## config.mk

```make
export PLATFORM = sky130hd
export DESIGN_NAME = aud_record_ctrl
export DESIGN_NICKNAME = d
export VERILOG_FILES = /design/src/rtl/aud_pkg.sv /design/src/rtl/i2s_rx_shift.sv /design/src/rtl/aud_record_ctrl.sv
export SDC_FILE = /design/constraint.sdc
export NUM_CORES = 1
export LEC_CHECK = 0
export BUFFER_PORTS_ARGS = -buffer_cell sky130_fd_sc_hd__buf_2
export CAP_MARGIN = 25
export CORE_MARGIN = 2
export CORE_UTILIZATION = 36
export DETAILED_ROUTE_END_ITERATION = 8
export GPL_ROUTABILITY_DRIVEN = 0
export PLACE_DENSITY_LB_ADDON = 0.05
export SYNTH_ARGS = -nofsm -noshare
export SYNTH_HDL_FRONTEND = slang
export SYNTH_SLANG_ARGS = --single-unit
```

## constraint.sdc

```tcl
create_clock -name i_clk -period 2.3 [get_ports i_clk]
set_input_delay 0.115 -clock i_clk [delete_from_list [all_inputs] [get_ports i_clk]]
set_output_delay 0.115 -clock i_clk [all_outputs]
set_load 0.005 [all_outputs]
```

## src/rtl/aud_pkg.sv

```systemverilog
// Shared types and constants for the audio record path.
package aud_pkg;

  localparam int SAMPLE_W   = 16;
  localparam int ADDR_W_DEF = 20;

  // Recorder states. WAIT, SHIFT and WRITE are the "busy" states.
  typedef enum logic [2:0] {
    IDLE,
    WAIT,
    SHIFT,
    WRITE,
    PAUSE
  } rec_state_t;

endpackage

```

## src/rtl/i2s_rx_shift.sv

```systemverilog
// Left-channel I2S deserializer: LRCK fall detector, bit counter and
// MSB-first shift register. While arm is high, one bit is taken per clock.
// When arm is low, the counter is cleared, so a dropped partial sample never
// leaks into the next one. valid/sample are combinational: they mark the
// edge that captures the 16th bit, so the caller can register the finished
// sample on that same edge.
module i2s_rx_shift
  import aud_pkg::*;
(
  input  logic                clk,
  input  logic                rst_n,
  input  logic                arm,
  input  logic                lrck,
  input  logic                din,
  output logic                fall,
  output logic                valid,
  output logic [SAMPLE_W-1:0] sample
);

  logic                prev_lrck;
  logic [3:0]          bitcnt;
  logic [SAMPLE_W-1:0] sreg;

  // Track LRCK history; shift and count only while armed.
  always_ff @(posedge clk or negedge rst_n) begin
    if (!rst_n) begin
      prev_lrck <= 1'b0;
      bitcnt    <= 4'd0;
      sreg      <= '0;
    end else begin
      prev_lrck <= lrck;
      if (arm) begin
        sreg   <= {sreg[SAMPLE_W-2:0], din};
        bitcnt <= bitcnt + 4'd1;
      end else begin
        bitcnt <= 4'd0;
      end
    end
  end

  // The fall cycle is the I2S delay slot; the first data bit follows it.
  assign fall   = prev_lrck & ~lrck;
  assign valid  = arm && (bitcnt == 4'd15);
  assign sample = {sreg[SAMPLE_W-2:0], din};

endmodule

```

## src/rtl/aud_record_ctrl.sv

```systemverilog
// Record controller: captures left-channel I2S samples and writes them to
// SRAM from address 0 upward. It reports how many samples are valid, and
// whether the recording stopped because the last address was written.
// Handshake: o_sram_we is a single-cycle strobe. o_sram_addr and o_sram_data
// are valid in the same cycle. The arbiter takes the write with no
// back-pressure.
module aud_record_ctrl
  import aud_pkg::*;
#(
  parameter int                ADDR_W   = ADDR_W_DEF,
  parameter logic [ADDR_W-1:0] MAX_ADDR = {ADDR_W{1'b1}}
) (
  input  logic                i_clk,
  input  logic                i_rst_n,
  input  logic                i_start,
  input  logic                i_pause,
  input  logic                i_stop,
  input  logic                i_adclrck,
  input  logic                i_adcdat,
  output logic [ADDR_W-1:0]   o_sram_addr,
  output logic [SAMPLE_W-1:0] o_sram_data,
  output logic                o_sram_we,
  output logic [ADDR_W-1:0]   o_rec_len,
  output logic                o_busy,
  output logic                o_full
);

  rec_state_t          state;
  logic [ADDR_W-1:0]   addr;
  logic [ADDR_W-1:0]   len_next;
  logic                arm;
  logic                fall;
  logic                valid;
  logic [SAMPLE_W-1:0] sample;

  assign arm = (state == SHIFT);

  i2s_rx_shift u_rx (
    .clk    (i_clk),
    .rst_n  (i_rst_n),
    .arm    (arm),
    .lrck   (i_adclrck),
    .din    (i_adcdat),
    .fall   (fall),
    .valid  (valid),
    .sample (sample)
  );

  // Length after this write. It is clamped so a full 2^ADDR_W recording
  // never reads back as zero.
  assign len_next = (addr == {ADDR_W{1'b1}}) ? addr : addr + ADDR_W'(1);

  assign o_busy = (state == WAIT) || (state == SHIFT) || (state == WRITE);

  // Recorder FSM with address pointer, length and registered SRAM outputs.
  always_ff @(posedge i_clk or negedge i_rst_n) begin
    if (!i_rst_n) begin
      state       <= IDLE;
      addr        <= '0;
      o_sram_addr <= '0;
      o_sram_data <= '0;
      o_sram_we   <= 1'b0;
      o_rec_len   <= '0;
      o_full      <= 1'b0;
    end else begin
      o_sram_we <= 1'b0;
      case (state)
        IDLE: begin
          if (i_start) begin
            addr      <= '0;
            o_rec_len <= '0;
            o_full    <= 1'b0;
            state     <= WAIT;
          end
        end
        WAIT: begin
          if (i_stop)       state <= IDLE;
          else if (i_pause) state <= PAUSE;
          else if (fall)    state <= SHIFT;
        end
        SHIFT: begin
          if (i_stop) begin
            state <= IDLE;
          end else if (i_pause) begin
            state <= PAUSE;
          end else if (valid) begin
            state       <= WRITE;
            o_sram_we   <= 1'b1;
            o_sram_addr <= addr;
            o_sram_data <= sample;
          end
        end
        WRITE: begin
          // The write always completes. Commands take effect after it.
          o_rec_len <= len_next;
          if (addr == MAX_ADDR) begin
            o_full <= 1'b1;
            state  <= IDLE;
          end else begin
            addr <= addr + ADDR_W'(1);
            if (i_stop)       state <= IDLE;
            else if (i_pause) state <= PAUSE;
            else              state <= WAIT;
          end
        end
        PAUSE: begin
          if (i_stop)       state <= IDLE;
          else if (i_start) state <= WAIT;
        end
        default: state <= IDLE;
      endcase
    end
  end

endmodule

```

==> results of run 1 <==
kinds of logic after synthesis:
group / Yosys count / share of synthesized area (%)
flip-flops: 81 / 54.5
adder cells (fa/ha/maj): 2 / 0.673
multiplexers: 63 / 21.6
XOR/XNOR: 2 / 0.471
AO/OA/AOI/OAI: 34 / 6.53
AND/OR/NAND/NOR: 86 / 12.8
buffers and inverters: 22 / 3.36
state kept, by name, summed over array words and instances (netlist names):
signal and count:
addr 20, o_sram_data 16, state 3, u_rx.sreg 15, o_sram_we 1, u_rx.bitcnt 4, o_full 1, o_sram_addr 20
u_rx.prev_lrck 1
final cells by class:
| class | instances | area, µm² |
|---|---|---|
| inverters | 7 | 26.3 |
| clock inverters | 5 | 33.8 |
| well taps | 136 | 170 |
| flip-flops and latches | 81 | 2030 |
| repair buffers | 83 | 495 |
| clock buffers | 10 | 128 |
| multi-input cells | 187 | 1570 |
| fillers | 994 | 5740 |
worst max-delay path by stage:
| stage | cells after the start | end | slack (ns) | startpoint |
|---|---|---|---|---|
| floorplan | 7 | o_sram_addr[0] | 0.30 | state[0] |
| global placement | 5 | o_sram_addr[14] | 0.27 | state[0] |
| detailed placement | 5 | o_sram_addr[16] | 0.24 | state[0] |
| CTS | 5 | o_sram_data[4] | 0.21 | state[0] |
| global route | 4 | addr[13] | 0.13 | addr[5] |
| finish | 5 | o_sram_addr[3] | 0.23 | state[0] |
worst reg2reg max path: cells and delay by family, from the launching register on:
family                 cells  cell delay, ns
and+or+nand+nor            3            1.03
DFF                        1            0.38
muxes                      1            0.32
buffers and inverters      1            0.23
power by group:
group          total, mW  internal, mW  switching, mW
Sequential          1.47          1.45         0.0197
Combinational      0.147        0.0619         0.0846
Clock              0.887         0.384          0.503
Total               2.50          1.90          0.607
metrics by stage:
stage / worst slack [ns] / util [%]
CTS: 0.212 / 43.7
finish: 0.228 / 43.7
global route: 0.126 / 43.7
global placement: 0.271 / 41.8
floorplan: 0.296 / -
detailed placement: 0.235 / 41.8
cells in the final DEF (no fill, tap or decap), drive strengths merged, types with 8 or more instances in the layout:
master / instances
mux2i: 11
buf: 80
mux2: 52
dfrtp: 81
nand2: 21
clkbuf: 10
nand3: 8
nand2b: 8
nor2: 12
a21oi: 8
metal layers:
metal	track usage, %	up-vias	wire, µm	part of all wire (%)
met3	4.14	5	282	3.7
met5	0	-	0	0
met1	18.8	1266	3550	46
met2	24.1	45	3720	49
met4	3.67	0	85	1.1
li1	-	1218	-	-
what timing repair did:
item                       CTS  global route
hold endpoints to repair    27             0
hold buffers                 3             0
setup endpoints to repair    0             0
==> run_summary.xml, run 1 <==
<?xml version="1.0" encoding="UTF-8"?>
<metrics>
  <group name="run_status">
    <metric name="outcome" unit="">complete, no violations</metric>
  </group>
  <group name="logic_synthesis">
    <metric name="synth_area_leader" unit="">dfrtp_1</metric>
    <metric name="synth_top_cells_by_area" unit="">dfrtp_1 54%, mux2_4 12%, mux2_2 7.0%</metric>
    <metric name="async_reset_ff_share" unit="%">100</metric>
    <metric name="postSynth.topFlopCell" unit="">dfrtp_1</metric>
    <metric name="postSynthNetCount" unit="">299</metric>
    <metric name="syn_inst" unit="">290</metric>
    <metric name="synth_warnings" unit="">0</metric>
    <metric name="post-synth-top-count-cell" unit="">dfrtp_1</metric>
    <metric name="ys_top_cells_by_count" unit="">81 x dfrtp_1, 29 x mux2_4, 23 x mux2_2</metric>
    <metric name="synthesis.area" unit="mm²">0.00372</metric>
    <metric name="synthDominantCellAreaShare" unit="%">54.5</metric>
    <metric name="number_of_flops_mapped_to_enable_cells_by_yosys" unit="">0</metric>
    <metric name="synth_sequential_area_ratio" unit="%">54.5</metric>
    <metric name="post_synthesis_sequential_element_count" unit="">81</metric>
    <metric name="synth.avg_cell_area" unit="µm²">12.8</metric>
    <metric name="post_synth_num_cell_types" unit="">46</metric>
  </group>
  <group name="hold_path">
    <metric name="worstHoldPathCells" unit="">2</metric>
    <metric name="holdCritStartpoint" unit="">i_adcdat</metric>
    <metric name="hold_path.class" unit="">in -&gt; reg</metric>
    <metric name="hold_end" unit="">o_sram_data[0]</metric>
  </group>
  <group name="timing">
    <metric name="number_of_hold_violations_in_the_final_report" unit="">0</metric>
    <metric name="timing.setup.tns" unit="ns">0</metric>
    <metric name="worstMarginPinSlew" unit="ns">0.611</metric>
    <metric name="slew_headroom" unit="%">58.9</metric>
    <metric name="whs" unit="ns">0.0188</metric>
    <metric name="slew_viol_final" unit="">0</metric>
    <metric name="rsz0062_at_grt" unit="">false</metric>
    <metric name="finalSetupViolCount" unit="">0</metric>
    <metric name="min_period_over_period" unit="%">90.1</metric>
    <metric name="maxClockFrequency" unit="MHz">483</metric>
    <metric name="clock-skew-final" unit="ns">0.00781</metric>
    <metric name="finalCriticalPeriod" unit="ns">2.07</metric>
  </group>
  <group name="worst_setup_path">
    <metric name="required_worst_endpoint" unit="ns">2.53</metric>
    <metric name="worst_setup_path_end_kind" unit="">flop</metric>
    <metric name="setup.worst_path.class" unit="">reg -&gt; reg</metric>
    <metric name="critPathArrivalTime" unit="ns">2.30</metric>
    <metric name="critical_path_peak_fanout" unit="">31</metric>
    <metric name="worstSetupStartpointType" unit="">flop</metric>
    <metric name="path_buf_inv" unit="">1</metric>
    <metric name="crit_chain" unit="">nand2b_4 &gt; or2_1 &gt; or4_2 &gt; buf_12 &gt; mux2_4</metric>
    <metric name="worst_path_max_delay_cell" unit="">or4_2</metric>
    <metric name="r2r_end" unit="">o_sram_addr[3]</metric>
    <metric name="timing.critical_path.slowest_cell_delay" unit="ns">0.68</metric>
    <metric name="reg2reg_from" unit="">state[0]</metric>
    <metric name="reg2reg_slack" unit="ns">0.23</metric>
    <metric name="depth_of_the_worst_register_to_register_path" unit="">5</metric>
    <metric name="critical_path.top_delay_family" unit="">simple AND/OR/NAND/NOR gates</metric>
  </group>
  <group name="route">
    <metric name="routed_wirelength_normalized_by_instance_count" unit="µm">15.0</metric>
    <metric name="postRouteWirelength" unit="µm">7650</metric>
    <metric name="vias_per_cell" unit="">4.98</metric>
    <metric name="drt_drc_violations_left" unit="">0</metric>
    <metric name="first_pass_iters" unit="">4</metric>
    <metric name="drt_iter0_markers" unit="">44</metric>
    <metric name="via_count" unit="">2534</metric>
    <metric name="final_antenna_net_count" unit="">0</metric>
  </group>
  <group name="placement">
    <metric name="placement.cell_area" unit="mm²">0.00426</metric>
    <metric name="dp.cells" unit="">491</metric>
    <metric name="place_hpwl" unit="µm">5320</metric>
    <metric name="portBuffers" unit="">65</metric>
  </group>
  <group name="die">
    <metric name="initial_utilization" unit="%">36.5</metric>
    <metric name="placementRows" unit="">37</metric>
    <metric name="io-pin-count" unit="">66</metric>
    <metric name="die_height" unit="µm">106</metric>
    <metric name="floorplan.core_area" unit="mm²">0.0102</metric>
    <metric name="die_area" unit="mm²">0.0112</metric>
    <metric name="die_width" unit="µm">106</metric>
  </group>
  <group name="global_route">
    <metric name="pin_count_of_the_biggest_net_entering_global_routing" unit="">57</metric>
    <metric name="wire_length_of_the_first_global_routing_pass" unit="µm">12900</metric>
    <metric name="global_route.overflow_total" unit="">0</metric>
    <metric name="number_of_antenna_violations_at_the_first_check_in_global_routing" unit="">0</metric>
    <metric name="grtUsageTotal" unit="%">14.5</metric>
    <metric name="grt_pass1_vias" unit="">2589</metric>
  </group>
  <group name="finish">
    <metric name="syn2layout_area_growth" unit="%">19.6</metric>
    <metric name="antennaDiodeCount" unit="">0</metric>
    <metric name="nNetsFinal" unit="">378</metric>
    <metric name="layout-drive-gt1-share" unit="%">40.5</metric>
    <metric name="final_cells" unit="">509</metric>
    <metric name="postLayoutCellArea" unit="mm²">0.00445</metric>
  </group>
  <group name="power">
    <metric name="cellPowerDensity" unit="mW/mm²">563</metric>
    <metric name="power.leakage" unit="nW">2.33</metric>
    <metric name="report.power.total" unit="mW">2.50</metric>
    <metric name="ir_worst_vdd" unit="V">0.000333</metric>
  </group>
  <group name="cts">
    <metric name="post_cts.resized_instances" unit="">0</metric>
    <metric name="cts_max_path_buffers" unit="">2</metric>
    <metric name="clkSlewWorstSetupHoldPaths" unit="ns">0.08</metric>
    <metric name="clock-root-buffer" unit="">clkbuf_8</metric>
    <metric name="cts_inserted_buffers" unit="">9</metric>
    <metric name="cts-htree-levels" unit="">3</metric>
    <metric name="numClockSinks" unit="">81</metric>
    <metric name="clock_latency" unit="ns">0.34</metric>
    <metric name="tritoncts_clock_tree" unit="">yes</metric>
    <metric name="cts.repair_timing.setup_buffer_count" unit="">0</metric>
  </group>
  <group name="run">
    <metric name="drv_cap" unit="">0</metric>
  </group>
</metrics>
No activity file was read; power rests on OpenSTA's default activity.
==> run 2, diff against run 1 <==
--- a/config.mk
+++ b/config.mk
@@ -12,6 +12,7 @@
 export DETAILED_ROUTE_END_ITERATION = 8
 export GPL_ROUTABILITY_DRIVEN = 0
 export PLACE_DENSITY_LB_ADDON = 0.05
+export RECOVER_POWER = 25
 export SYNTH_ARGS = -nofsm -noshare
 export SYNTH_HDL_FRONTEND = slang
 export SYNTH_SLANG_ARGS = --single-unit
==> constraint.sdc (replaced) <==
create_clock -name i_clk -period 2.3 [get_ports i_clk]
set_input_delay 0 -clock i_clk [delete_from_list [all_inputs] [get_ports i_clk]]
set_output_delay 0 -clock i_clk [all_outputs]
set_load 0.005 [all_outputs]
==> run 2 against run 1 <==
Effect of this change: cell count is 0.59% higher; hold slack better by 0.028 ns; sequential share of layout area is 0.37 points lower; combinational power hardly changed; largest cell class unchanged.
==> run_summary.xml, run 2 (synthesis results as in run 1) <==
<?xml version="1.0" encoding="UTF-8"?>
<metrics>
  <group name="route">
    <metric name="via_count" unit="">2561</metric>
    <metric name="routed_wirelength_normalized_by_instance_count" unit="µm">15.3</metric>
    <metric name="first_pass_iters" unit="">6</metric>
    <metric name="drt_drc_violations_left" unit="">0</metric>
    <metric name="final_antenna_net_count" unit="">0</metric>
    <metric name="vias_per_cell" unit="">5.00</metric>
    <metric name="drt_iter0_markers" unit="">97</metric>
    <metric name="postRouteWirelength" unit="µm">7820</metric>
  </group>
  <group name="finish">
    <metric name="antennaDiodeCount" unit="">0</metric>
    <metric name="layout.cells.most_common_list" unit="">81 x dfrtp_1, 62 x buf_2, 29 x mux2_4</metric>
    <metric name="final_cells" unit="">512</metric>
    <metric name="area_taken_by_multi_input_logic_gates" unit="mm²">0.00157</metric>
    <metric name="finish.utilization" unit="%">44.0</metric>
    <metric name="nNetsFinal" unit="">380</metric>
    <metric name="final_common_cell" unit="">dfrtp_1</metric>
    <metric name="layout-drive-gt1-share" unit="%">40.2</metric>
    <metric name="regArea" unit="mm²">0.00203</metric>
    <metric name="syn2layout_area_growth" unit="%">20.6</metric>
    <metric name="largest_registers" unit="">addr: 20 flops, o_sram_addr: 20 flops, o_sram_data: 16 flops</metric>
    <metric name="fillerInstances" unit="">991</metric>
  </group>
  <group name="cts">
    <metric name="cts_inserted_buffers" unit="">9</metric>
    <metric name="clock-root-buffer" unit="">clkbuf_8</metric>
    <metric name="clkSlewWorstSetupHoldPaths" unit="ns">0.08</metric>
    <metric name="numClockSinks" unit="">81</metric>
    <metric name="tritoncts_clock_tree" unit="">yes</metric>
    <metric name="clock_latency" unit="ns">0.36</metric>
    <metric name="cts_max_path_buffers" unit="">2</metric>
    <metric name="cts-htree-levels" unit="">3</metric>
  </group>
  <group name="worst_setup_path">
    <metric name="worst_setup_path_end_kind" unit="">flop</metric>
    <metric name="critical_path_peak_fanout" unit="">31</metric>
    <metric name="required_worst_endpoint" unit="ns">2.54</metric>
    <metric name="worstSetupStartpointType" unit="">flop</metric>
    <metric name="depth_of_the_worst_register_to_register_path" unit="">5</metric>
    <metric name="setup.worst_path.class" unit="">reg -&gt; reg</metric>
    <metric name="critPathArrivalTime" unit="ns">2.30</metric>
    <metric name="reg2reg_from" unit="">state[0]</metric>
    <metric name="reg2reg_slack" unit="ns">0.24</metric>
    <metric name="critPathLaunch" unit="">state[0]</metric>
  </group>
  <group name="power">
    <metric name="total_switching_power" unit="mW">0.702</metric>
    <metric name="report.power.total" unit="mW">2.63</metric>
    <metric name="cellPowerDensity" unit="mW/mm²">586</metric>
    <metric name="p_int" unit="mW">1.93</metric>
    <metric name="clkPwrFrac" unit="%">38.4</metric>
    <metric name="pwr-share-comb" unit="%">5.7</metric>
    <metric name="power.leakage" unit="nW">2.35</metric>
    <metric name="sequentialPowerShare" unit="%">55.9</metric>
    <metric name="swShare" unit="%">26.7</metric>
    <metric name="ir_worst_vdd" unit="V">0.000302</metric>
  </group>
  <group name="global_route">
    <metric name="grtUsageTotal" unit="%">14.8</metric>
    <metric name="number_of_antenna_violations_at_the_first_check_in_global_routing" unit="">0</metric>
    <metric name="global_route.overflow_total" unit="">0</metric>
    <metric name="wire_length_of_the_first_global_routing_pass" unit="µm">13100</metric>
    <metric name="grt_pass1_vias" unit="">2557</metric>
    <metric name="pin_count_of_the_biggest_net_entering_global_routing" unit="">46</metric>
  </group>
  <group name="die">
    <metric name="io-pin-count" unit="">66</metric>
    <metric name="floorplan.core_area" unit="mm²">0.0102</metric>
    <metric name="die_area" unit="mm²">0.0112</metric>
    <metric name="placementRows" unit="">37</metric>
    <metric name="die_width" unit="µm">106</metric>
    <metric name="die_height" unit="µm">106</metric>
    <metric name="initial_utilization" unit="%">36.5</metric>
  </group>
  <group name="timing">
    <metric name="rsz0062_at_grt" unit="">false</metric>
    <metric name="finalSetupViolCount" unit="">0</metric>
    <metric name="min_period_over_period" unit="%">89.7</metric>
    <metric name="timing.setup.tns" unit="ns">0</metric>
    <metric name="slew_viol_final" unit="">0</metric>
    <metric name="clock-skew-final" unit="ns">0.0154</metric>
    <metric name="slew_headroom" unit="%">20.5</metric>
    <metric name="number_of_hold_violations_in_the_final_report" unit="">0</metric>
    <metric name="worstMarginPinSlew" unit="ns">1.19</metric>
    <metric name="maxClockFrequency" unit="MHz">485</metric>
    <metric name="finalCriticalPeriod" unit="ns">2.06</metric>
  </group>
  <group name="hold_path">
    <metric name="holdCritStartpoint" unit="">i_start</metric>
    <metric name="hold_path.class" unit="">in -&gt; reg</metric>
    <metric name="worstHoldPathCells" unit="">4</metric>
  </group>
  <group name="placement">
    <metric name="place_hpwl" unit="µm">5320</metric>
    <metric name="portBuffers" unit="">65</metric>
    <metric name="dp.cells" unit="">491</metric>
  </group>
  <group name="run">
    <metric name="drv_cap" unit="">0</metric>
  </group>
  <group name="run_status">
    <metric name="outcome" unit="">complete, no violations</metric>
  </group>
</metrics>
[run 2: cell count changes in the layout (fill, tap and decap cells not counted)]
| cell | before | now |
|---|---|---|
| clkinv_2 | 2 | 1 |
| clkinv_4 | 1 | 0 |
| dlygate4sd3_1 | 3 | 5 |
| clkbuf_2 | 0 | 1 |
| inv_6 | 0 | 4 |
| clkinvlp_4 | 2 | 1 |
| inv_8 | 0 | 1 |
| buf_4 | 14 | 13 |
| buf_2 | 64 | 62 |
| clkbuf_1 | 1 | 2 |
[run 2: path summary, 6_finish.rpt]
path / endpoint
hold reg to reg: u_rx.bitcnt[0]
setup reg to reg: o_sram_data[6]
max in group asynchronous: state[2]
setup / recovery: o_sram_data[6]
min in group asynchronous: o_sram_addr[4]
hold / removal: state[2]
[run 2: area by class of cell]
cell class	count	area share [%]
Sequential cell	81	45.2
Multi-Input combinational cell	187	35.0
Timing Repair Buffer	85	11.4
Tap cell	136	3.79
Clock buffer	9	2.76
Clock inverter	7	1.31
Inverter	7	0.586
[run 2: worst max-delay path, cell delays in order (launching register included)]
cell and delay, ns:
dfrtp_1 0.38, nand2b_4 0.13, or2_1 0.21, or4_2 0.67, buf_12 0.23, mux2_4 0.31
[run 2: power groups by stage]
stage | sequential, mW | combinational, mW | clock, mW
2_1_floorplan | 1.49 | 0.0806 | 0
5_1_grt | 1.48 | 0.170 | 1.10
4_1_cts | 1.47 | 0.157 | 1.05
3_3_place_gp | 1.50 | 0.146 | 0
3_5_place_dp | 1.50 | 0.149 | 0
6_report | 1.47 | 0.150 | 1.01
[run 2: per-layer routing]
metal	GRT usage [%]	wire, µm	part of all wire, %
met1	19.1	3650	47
met2	24.5	3810	49
met3	3.83	285	3.6
met4	4.61	74	0.95
met5	0	0	0
[run 2: through the flow]
| stage | area [µm²] | worst slack, ns | hold slack, ns |
|---|---|---|---|
| after floorplan | 3720 | 0.296 | -0.296 |
| after global placement | 4260 | 0.267 | 0.0597 |
| after detailed placement | 4260 | 0.228 | 0.0614 |
| after CTS | 4490 | 0.226 | 0.0173 |
| after global routing | 4490 | 0.148 | 0.0311 |
| final | 4490 | 0.236 | 0.0472 |
[run 2: timing repair]
action,CTS,global route
hold endpoints to repair,49,0
gates resized for setup,0,0
buffers inserted,0,0
hold buffers,5,0
setup endpoints to repair,0,0
